### src/rtl/adder_pkg.sv
// Shared types and constants for the multi-word add sequencer and its CSA.
package adder_pkg;

  typedef enum logic [1:0] {
    IDLE = 2'd0,
    RUN  = 2'd1,
    DONE = 2'd2
  } state_t;

  localparam int ADD_W = 32;

  // Width of a word index; never below one bit so it stays a legal vector.
  function automatic int idx_w(input int nwords);
    return (nwords > 1) ? $clog2(nwords) : 1;
  endfunction

endpackage

### src/rtl/wide_add_sequencer.sv
// Feeds wide operands through an external 32-bit CSA one word per cycle,
// LSW first, chaining the carry, and returns sum/carry/overflow downstream.
module wide_add_sequencer
  import adder_pkg::*;
#(
  parameter int W      = ADD_W,
  parameter int NWORDS = 2
) (
  input  logic                clk,
  input  logic                rst_n,
  input  logic                in_valid,
  output logic                in_ready,
  input  logic [W*NWORDS-1:0] in_a,
  input  logic [W*NWORDS-1:0] in_b,
  input  logic                in_cin,
  output logic                out_valid,
  input  logic                out_ready,
  output logic [W*NWORDS-1:0] out_sum,
  output logic                out_cout,
  output logic                out_of,
  output logic [W-1:0]        add_a,
  output logic [W-1:0]        add_b,
  output logic                add_cin,
  input  logic [W-1:0]        add_sum,
  input  logic                add_cout,
  input  logic                add_of
);

  localparam int             IW   = idx_w(NWORDS);
  localparam int             TW   = W * NWORDS;
  localparam logic [IW-1:0]  LAST = IW'(NWORDS - 1);

  // Both sides are valid/ready: a transfer happens on a rising edge where
  // valid and ready are both high; valid and its payload hold until then.

  state_t          state;
  logic [TW-1:0]   a_reg;
  logic [TW-1:0]   b_reg;
  logic [TW-1:0]   acc_reg;
  logic [TW-1:0]   sum_reg;
  logic            carry_reg;
  logic            cout_reg;
  logic            of_reg;
  logic [IW-1:0]   idx;

  logic [W-1:0]    word_a;
  logic [W-1:0]    word_b;
  logic [TW-1:0]   acc_next;

  // acc_reg collects the partial sum so the visible out_sum only changes
  // when a whole operation has completed.
  always_comb begin
    word_a   = '0;
    word_b   = '0;
    acc_next = acc_reg;
    for (int i = 0; i < NWORDS; i++) begin
      if (idx == IW'(i)) begin
        word_a              = a_reg[i*W +: W];
        word_b              = b_reg[i*W +: W];
        acc_next[i*W +: W]  = add_sum;
      end
    end
  end

  assign add_a     = (state == RUN) ? word_a : '0;
  assign add_b     = (state == RUN) ? word_b : '0;
  assign add_cin   = (state == RUN) ? carry_reg : 1'b0;
  assign in_ready  = (state == IDLE);
  assign out_valid = (state == DONE);
  assign out_sum   = sum_reg;
  assign out_cout  = cout_reg;
  assign out_of    = of_reg;

  always_ff @(posedge clk or negedge rst_n) begin
    if (!rst_n) begin
      state     <= IDLE;
      a_reg     <= '0;
      b_reg     <= '0;
      acc_reg   <= '0;
      sum_reg   <= '0;
      carry_reg <= 1'b0;
      cout_reg  <= 1'b0;
      of_reg    <= 1'b0;
      idx       <= '0;
    end else begin
      case (state)
        IDLE: begin
          if (in_valid) begin
            a_reg     <= in_a;
            b_reg     <= in_b;
            carry_reg <= in_cin;
            idx       <= '0;
            state     <= RUN;
          end
        end
        RUN: begin
          acc_reg   <= acc_next;
          carry_reg <= add_cout;
          if (idx == LAST) begin
            // Only the top word's overflow describes the full-width add.
            sum_reg  <= acc_next;
            cout_reg <= add_cout;
            of_reg   <= add_of;
            idx      <= '0;
            state    <= DONE;
          end else begin
            idx <= idx + IW'(1);
          end
        end
        DONE: begin
          if (out_ready) state <= IDLE;
        end
        default: state <= IDLE;
      endcase
    end
  end

endmodule

### config.mk
export PLATFORM = sky130hd
export DESIGN_NAME = wide_add_sequencer
export DESIGN_NICKNAME = d
export VERILOG_FILES = /design/src/rtl/adder_pkg.sv /design/src/rtl/wide_add_sequencer.sv
export SDC_FILE = /design/constraint.sdc
export NUM_CORES = 1
export LEC_CHECK = 0
export BUFFER_PORTS_ARGS = -buffer_cell sky130_fd_sc_hd__buf_4
export CELL_PAD_IN_SITES_DETAIL_PLACEMENT = 0
export CELL_PAD_IN_SITES_GLOBAL_PLACEMENT = 1
export CORE_ASPECT_RATIO = 0.7
export CORE_MARGIN = 8
export CORE_UTILIZATION = 41
export DETAILED_ROUTE_END_ITERATION = 8
export PLACE_DENSITY_LB_ADDON = 0.1
export SYNTH_ARGS = -nofsm -noshare
export SYNTH_HDL_FRONTEND = slang
export SYNTH_SLANG_ARGS = --single-unit
### constraint.sdc
create_clock -name clk -period 2.1 [get_ports clk]
set_input_delay 0.105 -clock clk [delete_from_list [all_inputs] [get_ports clk]]
set_output_delay 0.105 -clock clk [all_outputs]
set_load 0.05 [all_outputs]
* After elaboration in Yosys (flattened, before gate mapping)
Cells that the tools add are included.
** Word-level totals
- Memories kept :: 0
- Bits in read-only memories :: 0
- Bits in writable memories :: 0
- Output and inout bits :: 133
- Logic and storage cells :: 37
- Register bits :: 262
- Input port bits :: 167
- Bits in latches :: 0
** Cells by class
- $add $sub $neg :: 1
- Shifts and indexed selects :: 0
- Reduce and logical (&&, ||, !) cells :: 6
- Multipliers :: 0
- Multiplexer cells :: 16
- Bitwise logic cells :: 0
- Order comparisons :: 0
- Div/mod/pow operators :: 0
- Eq/ne operators :: 5
** Operators with widths (number)
- $mux W32 :: 6
- $mux W2 :: 3
- $pmux W2 S3 :: 1
- $reduce_and A2 Y1 :: 3
- $mux W1 :: 4
- $ne A2 B2 Y1 const B :: 2
- $pmux W1 S2 :: 2
- $reduce_and A3 Y1 :: 1
- $eq A2 B1 Y1 const B :: 1
- $eq A2 B2 Y1 const B :: 1
- $logic_not A2 Y1 :: 1
- $ne A2 B1 Y1 const B :: 1
- $reduce_bool A2 Y1 :: 1
- $add A1 B1 Y1 const B :: 1

* Depth between registers and ports, before layout
Gate-level depths: netlist (run 1).
- Depth in word-level cells :: 3
- Depth in mapped cells :: 6
- Depth with buffers taken out :: 3

* Worst setup path after synthesis (run 1)
OpenSTA, ideal clock, no wires.
- Path kind :: register -> output
- From :: register state[1]
- To :: output add_b[10]
- Slack :: 253 ps
- Path buffers :: 4
- Arrival time :: 1742 ps
- Cell stages (with the launch flop) :: 7
- Cells stage by stage :: dfrtp_1 > buf_6 > nand2b_1 > clkbuf_2 > buf_2 > buf_2 > nor2_1
** Between the ends
- Cells in the longest elaborated chain, start to end :: 2
** RTL lines
- from (decl) :: RTL line wide_add_sequencer.sv:36 : state_t state;
- from (signal assigned) :: RTL line wide_add_sequencer.sv:76 : state <= IDLE;
- from (signal assigned) :: RTL line wide_add_sequencer.sv:93 : state <= RUN;
- from (signal assigned) :: RTL line wide_add_sequencer.sv:105 : state <= DONE;
- $eq A2 B1 Y1 :: RTL line wide_add_sequencer.sv:66 : assign add_b = (state == RUN) ? word_b : '0;
- $mux W32 :: RTL line wide_add_sequencer.sv:66
- to (decl) :: RTL line wide_add_sequencer.sv:22 : output logic [W-1:0] add_b,
No other way between the ends.

* Worst setup path after layout (run 1)
- From :: register idx
- To :: output add_a[25]
** Between the ends
- Cells in the longest elaborated chain, start to end :: 2
** RTL lines
- from (decl) :: RTL line wide_add_sequencer.sv:44 : logic [IW-1:0] idx;
- from (signal assigned) :: RTL line wide_add_sequencer.sv:107 : idx <= idx + IW'(1);
- $mux W32 :: RTL line wide_add_sequencer.sv:57 : if (idx == IW'(i)) begin
- $mux W32 :: RTL line wide_add_sequencer.sv:65 : assign add_a = (state == RUN) ? word_a : '0;
- to (decl) :: RTL line wide_add_sequencer.sv:21 : output logic [W-1:0] add_a,
No other way between the ends.

==> results of run 1 <==
stage by stage:
| stage | instances | worst slack (ps) |
|---|---|---|
| 2_1_floorplan | 647 | 253 |
| 3_5_place_dp | 1241 | 367 |
| 5_1_grt | 1454 | -7.55 |
| 6_report | 1456 | 76.1 |
| 4_1_cts | 1453 | 8.27 |
| 3_3_place_gp | 1241 | 404 |
cell usage in the layout (no fill, tap or decap), types with 2 or more instances in the layout:
cell type,Yosys,final
bufinv_16,0,4
buf_4,0,304
mux2i_1,64,63
mux2_2,226,226
dlygate4sd3_1,0,166
nor2_2,0,3
diode_2,0,2
nor2_1,69,65
nor2_4,1,2
clkbuf_1,3,3
buf_12,0,8
clkbuf_16,0,25
dfrtp_1,230,228
o21ai_0,4,4
inv_1,2,2
clkbuf_8,4,3
clkinv_2,0,8
nand2b_1,4,3
buf_6,17,6
metal layers:
metal / routed length, microns / GRT usage (%) / share of wire [%] / up-vias
met5: 0 / 0 / 0 / -
met4: 650 / 5.02 / 2.4 / 0
met3: 2110 / 5.88 / 7.8 / 45
met2: 13200 / 31.1 / 48 / 199
met1: 11300 / 22.6 / 41 / 3444
li1: - / - / - / 3203
cell families after synthesis:
| kind of cell | after synthesis | synth area share, % |
|---|---|---|
| mux | 290 | 33.0 |
| buf+inv | 45 | 3.74 |
| simple gates | 77 | 3.31 |
| compound gates | 5 | 0.259 |
| flops | 230 | 59.7 |
layout make-up:
| type | count | area, sq um |
|---|---|---|
| Antenna cell | 2 | 5.00 |
| Clock buffer | 30 | 653 |
| Clock inverter | 14 | 199 |
| Fill cell | 1763 | 8500 |
| Inverter | 2 | 7.51 |
| Multi-Input combinational cell | 372 | 3560 |
| Sequential cell | 230 | 5760 |
| Tap cell | 318 | 398 |
| Timing Repair Buffer | 488 | 4270 |
where the power goes:
part           total [uW]  internal, uW  switching (uW)
registers            7950          6760            1190
logic               14400          5830            8620
clock network        4480          2720            1760
total               26900         15300           11600
worst reg2reg max path, delay by kind of cell, from the launching register on:
kind,cells,cell delay [ps]
flip-flops,1,470
AND/OR/NAND/NOR,2,450
multiplexers,1,400
buffers and inverters,1,340
how the worst max path moves through the flow:
stage	to	slack (ps)	cells after the start
floorplan	add_b[10]	250	6
global placement	b_reg[43]	400	4
detailed placement	b_reg[28]	370	4
CTS	add_b[31]	8	5
global route	add_a[26]	-8	5
finish	add_a[25]	80	5
repair_timing:
action                                 4_1_cts  5_1_grt
setup endpoints to repair                   25       14
resized for setup                            5        8
gates cloned                                 1        1
pin swaps                                    1        0
hold buffers                               166        0
endpoints found under the hold margin      281        0
buffers inserted                             1        0
==> results.cfg, run 1 <==
[routing]
totalWireLength_microns = 27200
vias = 6891
first_pass_iters = 4
ant_nets = 0
wl_per_cell_microns = 18.7
drc = 0
drtIter0Drc = 175
viasPerCell = 4.73

[timing]
rsz0062_at_grt = true
worst_slew_margin_rel_pct = 62.1
worst_pin_slew_ps = 569
slew_viol_final = 0
setup-violations-final = 0
finalHoldViolations = 0
period_share_pct = 96.4
fin_setup_tns_ps = 0
fmax_ghz = 0.494
finalHoldWorstSlack_ps = 118
finalClockSkew_ps = 22.7
period_minus_slack_ps = 2020

[setup_path]
crit_path_max_fanout = 20
critPathSlowestCell = dfrtp_4
worstPathCellList = buf_16 -> buf_12 -> mux2i_1 -> nor2_1 -> buf_4
slowest_delay_ps = 510
cp-startpoint = idx
crit_path_end_kind = primary output
worst-setup-path-type = register to primary output
regToRegStartpoint = state[0]
critPathBufInv = 3
cp-start-kind = register
r2r_cells = 4
cp.required_ps = 2000
r2r-end = b_reg[43]
cp_data_arrival_time_ps = 1920
r2r_slack_ps = 310
crit_family = buffers and inverters

[clock_network]
cts_tree = done
clkSinkCount = 230
numCtsBuffers = 24
clk_latency_ps = 520
cts_max_level = 1
clock_path_buffers = 3
cts.reportedPaths.clkPinSlew_ps = 60
cts-root-buf = clkbuf_16

[layout]
final_util_pct = 63.6
drive_gt1_share_pct = 52.6
syn_to_final_growth_pct = 54.0
final_cell_area_sq_mm = 0.0149
finalNetCount = 1285

[placement]
dpl.hpwl_microns = 18400
gp_congestion = 0.780
post_dp_cell_area_sq_mm = 0.0122
io_buffers = 299

[global_routing]
grt_pass1_vias = 7829
antenna_found_initial = 0
grt_util_all_layers_pct = 18.4
grt_max_degree = 72
grt_pass1_wl_microns = 42200
overflow = 0

[power]
max-vdd-ir-drop_mv = 1.35
p_leak_uw = 0.00680
power.density_mw_per_mm2 = 1810
finalPower_uw = 26900

[logic_synthesis]
ys_types = 17
syn_nets = 814
yosys_register_bits = 230
synth_most_common_cell = dfrtp_1
async_flop_share_pct = 100
synth_ff_type = dfrtp_1
yosysTopAreaCellShare_pct = 59.7
postSynthCellCount = 647
yosys-top-cells-count = dfrtp_1 (230), mux2_2 (226), nor2_1 (69), mux2i_1 (64), buf_2 (18)
ys.warnings.count = 0
netlist_area_sq_mm = 0.00965
synth-seq-area-share_pct = 59.7
synth_area_leader_cell = dfrtp_1
synth_area_per_cell_sq_um = 14.9
synthTopCellsByArea = dfrtp_1 (60%), mux2_2 (26%), mux2i_1 (6.6%)
synth_edf_count = 0

[floorplanning]
ios = 300
core_area_sq_mm = 0.0233
fp.dieH_microns = 144
rows = 47
start_util_pct = 41.3
die-area_sq_mm = 0.0288
die_w_microns = 199

[flow_run]
drv_cap = 0

[status]
status = finished, final reports clean

[hold_path]
worstHoldPathType = input port to async pin
Note: power is estimated with default switching activity, not from simulation.
==> inputs of run 2 (changes only) <==
==> constraint.sdc (replaced) <==
create_clock -name clk -period 2.1 [get_ports clk]
set_input_delay 0.21 -clock clk [delete_from_list [all_inputs] [get_ports clk]]
set_output_delay 0.21 -clock clk [all_outputs]
set_load 0.05 [all_outputs]
==> run 2 against run 1 <==
Net effect: clock power is 1% lower; cell count is 0.48% lower; routed wire length is 2.0% lower; hold slack worse by 63 ps; non-clock buffer count is 6 lower; global-route usage hardly changed; largest power group unchanged; maximum frequency is 1.4% lower; flip-flop and latch count stayed put; clock-buffer cell count is 7 higher; die area stayed put.
==> results.cfg, run 2 (synthesis gave the netlist of run 1 again) <==
[setup_path]
r2r_cells = 5
cp-start-kind = register
cp.required_ps = 1890
crit_path_end_kind = primary output
worst-setup-path-type = register to primary output
crit_path_max_fanout = 28
cp_data_arrival_time_ps = 1840
r2r_slack_ps = 150

[status]
status = finished, final reports clean

[routing]
first_pass_iters = 4
totalWireLength_microns = 26700
viasPerCell = 4.69
vias = 6796
drtIter0Drc = 246
drc = 0
wl_per_cell_microns = 18.4
ant_nets = 0

[timing]
finalClockSkew_ps = 5.68
finalHoldWorstSlack_ps = 55.0
period_share_pct = 97.8
fin_setup_tns_ps = 0
setup-violations-final = 0
slew_viol_final = 0
period_minus_slack_ps = 2050
fmax_ghz = 0.487
finalHoldViolations = 0
worst_slew_margin_rel_pct = 62.7
worst_pin_slew_ps = 559

[global_routing]
grt_max_degree = 69
grt_util_all_layers_pct = 18.5
overflow = 0
grt_pass1_vias = 7813
grt_pass1_wl_microns = 42400
antenna_found_initial = 1

[clock_network]
numCtsBuffers = 24
cts.reportedPaths.clkPinSlew_ps = 60
clkSinkCount = 230
clk_latency_ps = 510
cts_max_level = 1
cts-root-buf = clkbuf_16
cts_tree = done
clock_path_buffers = 3

[flow_run]
drv_cap = 0

[power]
max-vdd-ir-drop_mv = 1.27
p_leak_uw = 0.00675
power.density_mw_per_mm2 = 1800
finalPower_uw = 26600

[layout]
final_util_pct = 63.1
syn_to_final_growth_pct = 52.8
finalNetCount = 1279
layout_commonest_cell = buf_4
fillerInstances = 1783
drive_gt1_share_pct = 52.2
layout_common_cells = buf_4 (303), dfrtp_1 (228), mux2_2 (226), dlygate4sd3_1 (164), nor2_1 (67)

[floorplanning]
core_area_sq_mm = 0.0233
fp.dieH_microns = 144
ios = 300
rows = 47
start_util_pct = 41.3
die-area_sq_mm = 0.0288
die_w_microns = 199

[hold_path]
worstHoldPathType = input port to register
hold_depth = 3

[placement]
io_buffers = 299
gp_congestion = 0.772
dpl.hpwl_microns = 18500
[run 2: area by class of cell]
type	instances	area (sq um)	share of cell area [%]
flip-flops and latches	230	5760	39.1
repair buffers	482	4190	28.4
multi-input cells	372	3550	24.1
clock buffers	37	751	5.09
well taps	318	398	2.70
clock inverters	7	85.1	0.577
inverters	2	7.51	0.0509
diodes	1	2.50	0.0170
[run 2: report_power, final]
part           internal, uW  total, uW  switching, uW  leakage [uW]
clock                  2700       4420           1720      0.000418
combinational          5680      14200           8510       0.00364
sequential             6760       7950           1200       0.00269
[run 2: timing repair]
item	in CTS	in global routing
resized for setup	5	1
endpoints found under the setup margin	65	1
hold buffers	164	0
endpoints found under the hold margin	257	0
buffers inserted	3	0
[run 2: worst paths after layout]
kind	start	to
setup / recovery	state[1]	add_a[24]
hold / removal	in_cin	carry_reg
setup reg to reg	idx	out_sum[47]
hold reg to reg	acc_reg[22]	out_sum[22]
max in group asynchronous	rst_n	a_reg[48]
min in group asynchronous	rst_n	acc_reg[25]
[run 2: per-layer routing]
layer / part of all wire [%] / vias up / wire, microns / GRT usage [%]
li1: - / 3182 / - / -
met4: 1.5 / 0 / 409 / 3.31
met1: 42 / 3399 / 11200 / 23.6
met2: 48 / 183 / 12900 / 31.2
met5: 0 / - / 0 / 0
met3: 8.2 / 32 / 2190 / 5.39
[run 2: per-stage QoR]
stage	cell area [sq um]	setup WS, ps	std cells
CTS	14700	45.0	1448
global route	14700	-15.6	1449
finish	14700	47.2	1449
floorplan	9650	148	647
global placement	12200	394	1237
detailed placement	12200	335	1237
[run 2: worst max-delay path, cell delays in order (launching register included)]
cell and delay [ps]:
dfrtp_2 470, nand2b_4 200, buf_6 200, nor2_1 240, buf_6 200
==> inputs of run 3 (changes only) <==
--- a/config.mk
+++ b/config.mk
@@ -9,7 +9,7 @@
 export CELL_PAD_IN_SITES_DETAIL_PLACEMENT = 0
 export CELL_PAD_IN_SITES_GLOBAL_PLACEMENT = 1
 export CORE_ASPECT_RATIO = 0.7
-export CORE_MARGIN = 8
+export CORE_MARGIN = 2
 export CORE_UTILIZATION = 41
 export DETAILED_ROUTE_END_ITERATION = 8
 export PLACE_DENSITY_LB_ADDON = 0.1
==> run 3 against run 2 <==
Net effect: power barely moved; hold slack improved by 34 ps; cell count fell by 0.14%; die area fell by 14%; register-to-register slack improved by 80 ps; clock skew rose by 2.5 ps; global-route usage rose by 1.3 points; cell area rose by 0.79%; core utilization rose by 1.9 points; non-clock buffer count rose by 6; largest power group unchanged.
==> results.cfg, run 3 (synthesis gave the netlist of run 1 again) <==
[power]
comb_power_share_pct = 54.8
max-vdd-ir-drop_mv = 1.01
swShare_pct = 43.2
p_leak_uw = 0.00677
finalPower_uw = 26600
power.density_mw_per_mm2 = 1790
seq_power_share_pct = 30.1
netSwitchingPower_uw = 11500
power.clock.fraction_pct = 15.1
p_int_uw = 15100

[setup_path]
r2r-end = a_reg[41]
cp.required_ps = 1890
regToRegStartpoint = state[0]
r2r_slack_ps = 230
crit_path_max_fanout = 27
crit_path_end_kind = primary output
cp-start-kind = register
r2r_cells = 4
cp_data_arrival_time_ps = 1830
worst-setup-path-type = register to primary output

[timing]
fmax_ghz = 0.489
finalClockSkew_ps = 8.14
worst_pin_slew_ps = 684
slew_viol_final = 0
period_share_pct = 97.3
finalHoldViolations = 0
worst_slew_margin_rel_pct = 54.4
period_minus_slack_ps = 2040
rsz0062_at_grt = false
setup-violations-final = 0

[routing]
vias = 6930
drtIter0Drc = 181
first_pass_iters = 4
wl_per_cell_microns = 17.4
totalWireLength_microns = 25100
drc = 0
viasPerCell = 4.79
ant_nets = 0

[clock_network]
cts.reportedPaths.clkPinSlew_ps = 60
clock_path_buffers = 3
cts_tree = done
cts_max_level = 1
clkSinkCount = 230
clk_latency_ps = 500
cts-root-buf = clkbuf_16
numCtsBuffers = 24

[floorplanning]
rows = 46
fp.dieH_microns = 132
ios = 300
core_area_sq_mm = 0.0228
die_w_microns = 187
die-area_sq_mm = 0.0248
start_util_pct = 42.2

[global_routing]
grt_util_all_layers_pct = 19.8
grt_max_degree = 83
antenna_found_initial = 0
use_met2_pct = 33.3
grt_busiest_layer = met2
use_met3_pct = 5.94
grt_pass1_vias = 7651
grt_pass1_wl_microns = 39700
use_met1_pct = 24.5
overflow = 0

[placement]
gp_congestion = 0.801
io_buffers = 299
post_dp_cell_area_sq_mm = 0.0123
dpl.hpwl_microns = 16900

[layout]
layout_common_cells = buf_4 (289), dfrtp_1 (228), mux2_2 (226), dlygate4sd3_1 (164), mux2i_1 (64)
final_cell_area_sq_mm = 0.0149
finalNetCount = 1285
final_util_pct = 65.0
syn_to_final_growth_pct = 54.0
layout_commonest_cell = buf_4
drive_gt1_share_pct = 53.4

[status]
status = finished, final reports clean

[hold_path]
hold_end = state[0]
worstHoldPathType = input port to register
hold_path.startpoint = in_valid
hold_depth = 3

[flow_run]
drv_cap = 0
-- run 3: worst max-delay path, stage by stage, from the launching register on --
cell	delay, ps
dfrtp_2	470
nand2b_4	220
buf_6	220
nor2_1	180
buf_4	220
-- run 3: power by group through the flow --
stage,sequential [uW],combinational [uW],clock (uW)
6_report,7990,14600,4000
5_1_grt,8290,15300,4350
4_1_cts,8000,14500,4150
3_5_place_dp,8100,13900,0
3_3_place_gp,7910,13600,0
2_1_floorplan,9960,7990,0
-- run 3: layer usage --
| metal | routed length, microns | vias to the layer above |
|---|---|---|
| met5 | 0 | - |
| met4 | 763 | 0 |
| met3 | 1820 | 65 |
| met2 | 12100 | 230 |
| met1 | 10400 | 3436 |
| li1 | - | 3199 |
-- run 3: area by class of cell --
| cell class | instances | area, sq um |
|---|---|---|
| Antenna cell | 1 | 2.50 |
| Clock buffer | 38 | 724 |
| Clock inverter | 4 | 23.8 |
| Fill cell | 1694 | 8000 |
| Inverter | 2 | 7.51 |
| Multi-Input combinational cell | 372 | 3590 |
| Sequential cell | 230 | 5760 |
| Tap cell | 312 | 390 |
| Timing Repair Buffer | 488 | 4350 |
-- run 3: through the flow --
stage          setup TNS, ps  std cells  setup WS (ps)  hold WS (ps)
3_3_place_gp               0       1237            327           242
5_1_grt                    0       1446           4.58          68.4
3_5_place_dp               0       1237            272           257
6_report                   0       1447           56.2          89.4
2_1_floorplan              0        647            148         -85.6
4_1_cts                -9.21       1445          -5.49          62.2
-- run 3: what timing repair did --
| action | CTS | global route |
|---|---|---|
| cloned | 0 | 1 |
| gates resized for setup | 32 | 8 |
| hold buffers | 164 | 0 |
| pin swaps | 0 | 0 |
| setup endpoints to repair | 65 | 30 |
| endpoints found under the hold margin | 272 | 0 |
| setup buffers | 2 | 0 |
-- run 3: worst max-delay path by stage --
stage / start / depth (start not counted) / slack (ps) / end
floorplan: state[1] / 6 / 150 / add_b[10]
global placement: state[0] / 4 / 330 / a_reg[37]
detailed placement: state[0] / 4 / 270 / a_reg[41]
CTS: state[1] / 4 / -5 / add_b[15]
global route: state[1] / 4 / 5 / add_b[30]
finish: state[1] / 4 / 60 / add_b[30]
